<file path="src/rtl/gc_response_serializer_pkg.sv">
// Shared GameCube link definitions: timing in microseconds, standard response widths, FSM states.
// Latency: n/a (definitions only).
// Backpressure: n/a.
package gc_response_serializer_pkg;

    // Pulse-width timing of the GC one-wire link, in microseconds.
    localparam int GC_BIT_US          = 4;
    localparam int GC_SHORT_US        = 1;
    localparam int GC_LONG_US         = 3;
    localparam int GC_STOP_US_DEFAULT = 2;

    // Standard controller response lengths in bits.
    localparam int GC_RESP_W_ID     = 24;
    localparam int GC_RESP_W_POLL   = 64;
    localparam int GC_RESP_W_ORIGIN = 80;

    typedef enum logic [2:0] {
        ST_IDLE       = 3'd0,
        ST_TURNAROUND = 3'd1,
        ST_BIT_LOW    = 3'd2,
        ST_BIT_HIGH   = 3'd3,
        ST_STOP       = 3'd4,
        ST_DONE       = 3'd5
    } gc_state_e;

    function automatic logic [15:0] gc_us_to_clks(input int us, input int clks_per_us);
        return 16'(us * clks_per_us);
    endfunction

endpackage

</file>
<file path="src/rtl/gc_response_serializer_phase.sv">
// Loadable phase down-counter; tc_o flags the last cycle of a phase of load_val_i cycles.
// Latency: a phase loaded with N lasts exactly N cycles (tc_o high on the Nth).
// Backpressure: none; a load always wins over counting.
// Ports: CLK/RESET (sync, active-low), load_i + load_val_i start a phase, tc_o terminal count.
module gc_phase_timer (
    input  logic        CLK,
    input  logic        RESET,
    input  logic        load_i,
    input  logic [15:0] load_val_i,
    output logic        tc_o
);

    logic [15:0] cnt_q, cnt_d;

    always_comb begin
        cnt_d = cnt_q;
        if (load_i) begin
            // Count N-1 down to 0 so the phase spans N cycles including the load cycle's successor.
            cnt_d = (load_val_i == 16'd0) ? 16'd0 : 16'(load_val_i - 16'd1);
        end else if (cnt_q != 16'd0) begin
            cnt_d = 16'(cnt_q - 16'd1);
        end
    end

    always_ff @(posedge CLK) begin
        if (!RESET) begin
            cnt_q <= 16'd0;
        end else begin
            cnt_q <= cnt_d;
        end
    end

    assign tc_o = (cnt_q == 16'd0);

endmodule

</file>
<file path="src/rtl/gc_response_serializer.sv">
// GameCube response transmitter: on a CMD_DONE rise, sends TX_BUFFER MSB-first as GC pulse-width bits plus stop bit.
// Latency: first DRIVE_LOW one cycle after turnaround; TX_DONE at latch + T + 4us*bits + stop + 1 cycles.
// Backpressure: none; CMD_DONE rises while busy are dropped, not queued.
// Ports: CLK, RESET (sync, active-low), CMD_DONE level, TX_BUFFER/TX_BIT_TOTAL data,
//        DRIVE_LOW open-drain enable, BUSY while a response is in flight, TX_DONE completion pulse.
module gc_response_serializer
    import gc_response_serializer_pkg::*;
#(
    parameter int TX_BUFFER_WIDTH = GC_RESP_W_ORIGIN,
    parameter int CLKS_PER_US     = 40,
    parameter int TURNAROUND_US   = 2,
    parameter int STOP_LOW_US     = GC_STOP_US_DEFAULT
) (
    input  logic                       CLK,
    input  logic                       RESET,
    input  logic                       CMD_DONE,
    input  logic [TX_BUFFER_WIDTH-1:0] TX_BUFFER,
    input  logic [7:0]                 TX_BIT_TOTAL,
    output logic                       DRIVE_LOW,
    output logic                       BUSY,
    output logic                       TX_DONE
);

    localparam logic [15:0] TURN_CYC  = gc_us_to_clks(TURNAROUND_US, CLKS_PER_US);
    localparam logic [15:0] SHORT_CYC = gc_us_to_clks(GC_SHORT_US, CLKS_PER_US);
    localparam logic [15:0] LONG_CYC  = gc_us_to_clks(GC_LONG_US, CLKS_PER_US);
    localparam logic [15:0] BIT_CYC   = gc_us_to_clks(GC_BIT_US, CLKS_PER_US);
    localparam logic [15:0] STOP_CYC  = gc_us_to_clks(STOP_LOW_US, CLKS_PER_US);
    localparam int          MSB       = TX_BUFFER_WIDTH - 1;

    gc_state_e                  state_q, state_d;
    logic [TX_BUFFER_WIDTH-1:0] shift_q, shift_d;
    logic [7:0]                 bits_left_q, bits_left_d;
    logic                       cmd_prev_q;
    logic                       armed_q;
    logic                       drive_low_q, busy_q, tx_done_q;

    logic                       start_edge;
    logic [7:0]                 total_clamped;
    logic [TX_BUFFER_WIDTH-1:0] shift_next;
    logic [15:0]                low_cur, low_next;
    logic                       tmr_load;
    logic [15:0]                tmr_val;
    logic                       tmr_tc;

    // armed_q blocks a start until CMD_DONE has been seen low after reset, so a level
    // left high across reset cannot masquerade as a fresh rise.
    assign start_edge    = CMD_DONE & ~cmd_prev_q & armed_q;
    assign total_clamped = (int'(TX_BIT_TOTAL) > TX_BUFFER_WIDTH) ? 8'(TX_BUFFER_WIDTH) : TX_BIT_TOTAL;
    assign shift_next    = shift_q << 1;
    assign low_cur       = shift_q[MSB]    ? SHORT_CYC : LONG_CYC;
    assign low_next      = shift_next[MSB] ? SHORT_CYC : LONG_CYC;

    gc_phase_timer u_phase (
        .CLK        (CLK),
        .RESET      (RESET),
        .load_i     (tmr_load),
        .load_val_i (tmr_val),
        .tc_o       (tmr_tc)
    );

    always_comb begin
        state_d     = state_q;
        shift_d     = shift_q;
        bits_left_d = bits_left_q;
        tmr_load    = 1'b0;
        tmr_val     = 16'd0;
        unique case (state_q)
            ST_IDLE: begin
                if (start_edge) begin
                    state_d     = ST_TURNAROUND;
                    shift_d     = TX_BUFFER;
                    bits_left_d = total_clamped;
                    tmr_load    = 1'b1;
                    tmr_val     = TURN_CYC;
                end
            end
            ST_TURNAROUND: begin
                if (tmr_tc) begin
                    tmr_load = 1'b1;
                    if (bits_left_q == 8'd0) begin
                        state_d = ST_STOP;
                        tmr_val = STOP_CYC;
                    end else begin
                        state_d = ST_BIT_LOW;
                        tmr_val = low_cur;
                    end
                end
            end
            ST_BIT_LOW: begin
                if (tmr_tc) begin
                    state_d  = ST_BIT_HIGH;
                    tmr_load = 1'b1;
                    tmr_val  = 16'(BIT_CYC - low_cur);
                end
            end
            ST_BIT_HIGH: begin
                if (tmr_tc) begin
                    shift_d     = shift_next;
                    bits_left_d = 8'(bits_left_q - 8'd1);
                    tmr_load    = 1'b1;
                    if (bits_left_d == 8'd0) begin
                        state_d = ST_STOP;
                        tmr_val = STOP_CYC;
                    end else begin
                        // Next bit's low width comes from the post-shift MSB: no gap between bits.
                        state_d = ST_BIT_LOW;
                        tmr_val = low_next;
                    end
                end
            end
            ST_STOP: begin
                if (tmr_tc) begin
                    state_d = ST_DONE;
                end
            end
            ST_DONE: begin
                state_d = ST_IDLE;
            end
            default: begin
                state_d = ST_IDLE;
            end
        endcase
    end

    always_ff @(posedge CLK) begin
        if (!RESET) begin
            state_q     <= ST_IDLE;
            shift_q     <= '0;
            bits_left_q <= 8'd0;
            cmd_prev_q  <= 1'b0;
            armed_q     <= 1'b0;
            drive_low_q <= 1'b0;
            busy_q      <= 1'b0;
            tx_done_q   <= 1'b0;
        end else begin
            state_q     <= state_d;
            shift_q     <= shift_d;
            bits_left_q <= bits_left_d;
            cmd_prev_q  <= CMD_DONE;
            armed_q     <= armed_q | ~CMD_DONE;
            // Line outputs are registered off the current state, so the waveform trails the
            // state by one cycle; BUSY follows the next state so it rises on the latch edge.
            drive_low_q <= (state_q == ST_BIT_LOW) || (state_q == ST_STOP);
            busy_q      <= (state_d != ST_IDLE);
            tx_done_q   <= (state_q == ST_DONE);
        end
    end

    assign DRIVE_LOW = drive_low_q;
    assign BUSY      = busy_q;
    assign TX_DONE   = tx_done_q;

endmodule
</file>
<file path="config.mk">
export PLATFORM = sky130hd
export DESIGN_NAME = gc_response_serializer
export DESIGN_NICKNAME = d
export VERILOG_FILES = /design/src/rtl/gc_response_serializer_pkg.sv /design/src/rtl/gc_response_serializer_phase.sv /design/src/rtl/gc_response_serializer.sv
export SDC_FILE = /design/constraint.sdc
export NUM_CORES = 1
export LEC_CHECK = 0
export CORE_MARGIN = 5
export CORE_UTILIZATION = 55
export DETAILED_ROUTE_END_ITERATION = 10
export DONT_BUFFER_PORTS = 1
export MAX_ROUTING_LAYER = met4
export PLACE_DENSITY = 0.82
export SYNTH_ARGS = -nofsm -noshare
export SYNTH_HDL_FRONTEND = slang
export SYNTH_SLANG_ARGS = --single-unit
export TNS_END_PERCENT = 10
</file>
<file path="constraint.sdc">
create_clock -name CLK -period 7.7 [get_ports CLK]
set_input_delay 1.155 -clock CLK [delete_from_list [all_inputs] [get_ports CLK]]
set_output_delay 1.155 -clock CLK [all_outputs]
set_load 0.005 [all_outputs]
</file>
==> metrics <==
register area share after synthesis 0.410; Core Area 9730 sq um; Max-slew headroom 0.333; # resized after CTS 0; crit end category flop; clock transition at the registers of the reported paths 0.11 ns; Post-CTS Hold Fix Bufs 0; Root Buffer clkbuf_8; max incr delay on CP 0.71 ns; I/O pins 94; vias in the first global route 4,407; Mapped Nets 775; library cells used by synthesis 53; Initial Util 0.563; GRT Overall Usage 0.198; largest cells by area after synthesis dfxtp_1 41%, o211a_1 15%, nand2_1 12%; cell family with the largest share of critical-path delay simple AND/OR/NAND/NOR gates; Iter 0 DRT Violations 382; Skew-Pair Late Insertion Delay 0.37 ns; H-tree levels 3; crit-path cells or4_1, or3_4, or3_1, o21ai_4, buf_4, nand3_1, o211a_1; Main synth FF type dfxtp_1; Post-synth EDFFs 0; Post-Syn Area per Cell 8.05 sq um; slowest CP cell buf_4; Max Cap Viol 0; initial antenna violation count 0; die width 110 microns; Mapped Cells 680; Worst EP required 7.98 ns; Max Root-Sink Buffers 2; Worst Path Arrival 3.44 ns; RSZ-0062 raised after global routing false; Mapped Area 5470 sq um; Clock Skews 0.0137 ns; RePlAce Congestion 0.923; CP bufs+invs 1; DR vias 4,607; full die area 12,000 sq um; die extent in y 110 microns; outcome finished clean; DRC 0; FF+latch area 2240 sq um; post-route antenna net violation count 0; WL final 11.5 mm; Final Hold Fails 0; worst vdd ir 0.000164 V; # rows 36; first-pass GRT wire length 19.0 mm; PwrDens 254 nW/um^2; worst slack, placed 4.57 ns; CP max FO 100; final setup fails 0; Synth area leader dfxtp_1; CTS Buf Count 9; Area Growth Syn to Fin 2.72%; CTS Sinks 112; Pins Over Slew Limit 0; largest net degree at the start of global routing 107; Port Buffer Count 0; non-filler cells, final 779; wire per inst 14.8 microns; LEAKAGE 0.00303 uW; DRT Pass-1 Iters 5; worst slew pin tran 0.992 ns; setup ws final 4.54 ns; post-CTS setup repair buffer count 0; FMAX 0.317 GHz; CTS tree yes; dpl cells 763; worst hold path class reg -> reg; kind of critical path reg -> reg; startpoint class of the critical path flop; Vias/cell 5.91; NumNets Final 736; # fillers 911; fraction of layout cells with a size suffix above 1 0.0402; Detail Placement HPWL 7.49 mm; fin crit period 3.16 ns; GRT overflow 0; area taken by multi-input logic gates 2950 sq um; count of state elements after synthesis 112; fin crit share 0.410; post-synth top area share 0.410; ANT cells 0; asr flop ratio synth 0; Setup TNS Final 0 ns; Synth Warn # 0
-- metal layers --
| layer | GRT usage | wire (microns) | up-vias |
|---|---|---|---|
| met4 | 0.0614 | 87 | 0 |
| met3 | 0.0411 | 620 | 10 |
| met2 | 0.333 | 5450 | 134 |
| met1 | 0.238 | 5360 | 2157 |
| met5 | - | 0 | - |
| li1 | - | - | 2306 |
-- cells in the mapped netlist, types with 5 or more instances --
cell and count:
nor3_1 11, o21ai_0 12, xor2_1 5, inv_1 12, nand2_1 182, xnor2_1 8, dfxtp_1 112, nand3_1 85
clkbuf_1 32, buf_4 6, a21boi_0 5, buf_2 10, o211a_1 82, nor4_1 5, a21oi_1 11, or3_1 5
nor2_1 25
-- report_power, final --
| part | switching (uW) | leakage [uW] | internal, uW |
|---|---|---|---|
| Sequential | 56.3 | 0.000915 | 650 |
| Clock | 210 | 0.000103 | 135 |
| Combinational | 208 | 0.00201 | 168 |
| Total | 474 | 0.00303 | 953 |
-- logic make-up after synthesis --
group           count (synthesis)  synth area share
xor+xnor                       13            0.0208
buf+inv                        66            0.0544
compound gates                139             0.220
flops                         112             0.410
mux                             3           0.00549
simple gates                  343             0.281
fa+ha+maj                       4           0.00914
-- flip-flops by register name, indices dropped and copies added (netlist names) --
signal and count:
TX_DONE 1, state_q 3, BUSY 1, shift_q 80, DRIVE_LOW 1, u_phase.cnt_q 16, cmd_prev_q 1, bits_left_q 8
armed_q 1
-- metrics by stage --
step,power (uW),cell area [sq um],hold slack (ns),util
final,1430,5620,0.476,0.578
after detailed placement,1090,5430,0.458,0.558
after global placement,1070,5430,0.448,0.558
after floorplan,1030,5470,0.438,-
after global routing,1520,5620,0.519,0.578
after CTS,1430,5620,0.479,0.578
-- final timing paths --
check | start | end | slack (ns) | cells past startpoint
max | u_phase.cnt_q[7]$_SDFFE_PN0P_ | shift_q[59]$_SDFFE_PN0P_ | 4.54 | 7
min | armed_q$_SDFF_PN0_ | armed_q$_SDFF_PN0_ | 0.48 | 2
max reg2reg | u_phase.cnt_q[7]$_SDFFE_PN0P_ | shift_q[59]$_SDFFE_PN0P_ | 4.54 | 7
min reg2reg | armed_q$_SDFF_PN0_ | armed_q$_SDFF_PN0_ | 0.48 | 2
-- layout by cell type, fill, tap and decap left out, types with 4 or more instances in the layout --
cell type / synthesis / layout
nand2_1: 182 / 181
dfxtp_1: 112 / 112
nand3_1: 85 / 85
o211a_1: 82 / 82
nor2_1: 25 / 25
inv_1: 12 / 12
o21ai_0: 12 / 12
nor3_1: 11 / 11
a21oi_1: 11 / 11
clkbuf_8: 0 / 10
xnor2_1: 8 / 8
or3_1: 5 / 5
nor4_1: 5 / 5
a21boi_0: 5 / 5
xor2_1: 5 / 5
nor2b_1: 4 / 4
nand3b_1: 4 / 4
o211ai_1: 4 / 4
ha_1: 4 / 4
buf_4: 6 / 4
-- layout make-up --
cell class,count,area share
multi-input combinational,502,0.524
sequential,112,0.399
tap,133,0.0296
clock buffer,10,0.0245
clock inverter,6,0.0100
inverter,12,0.00801
timing repair buffer,4,0.00534
-- worst reg2reg max path, cell delays in order (launching register included) --
cell and delay [ns]:
dfxtp_1 0.36, or4_1 0.60, or3_4 0.38, or3_1 0.42
o21ai_4 0.16, buf_4 0.71, nand3_1 0.25, o211a_1 0.19
Note: power is estimated with default switching activity, not from simulation.
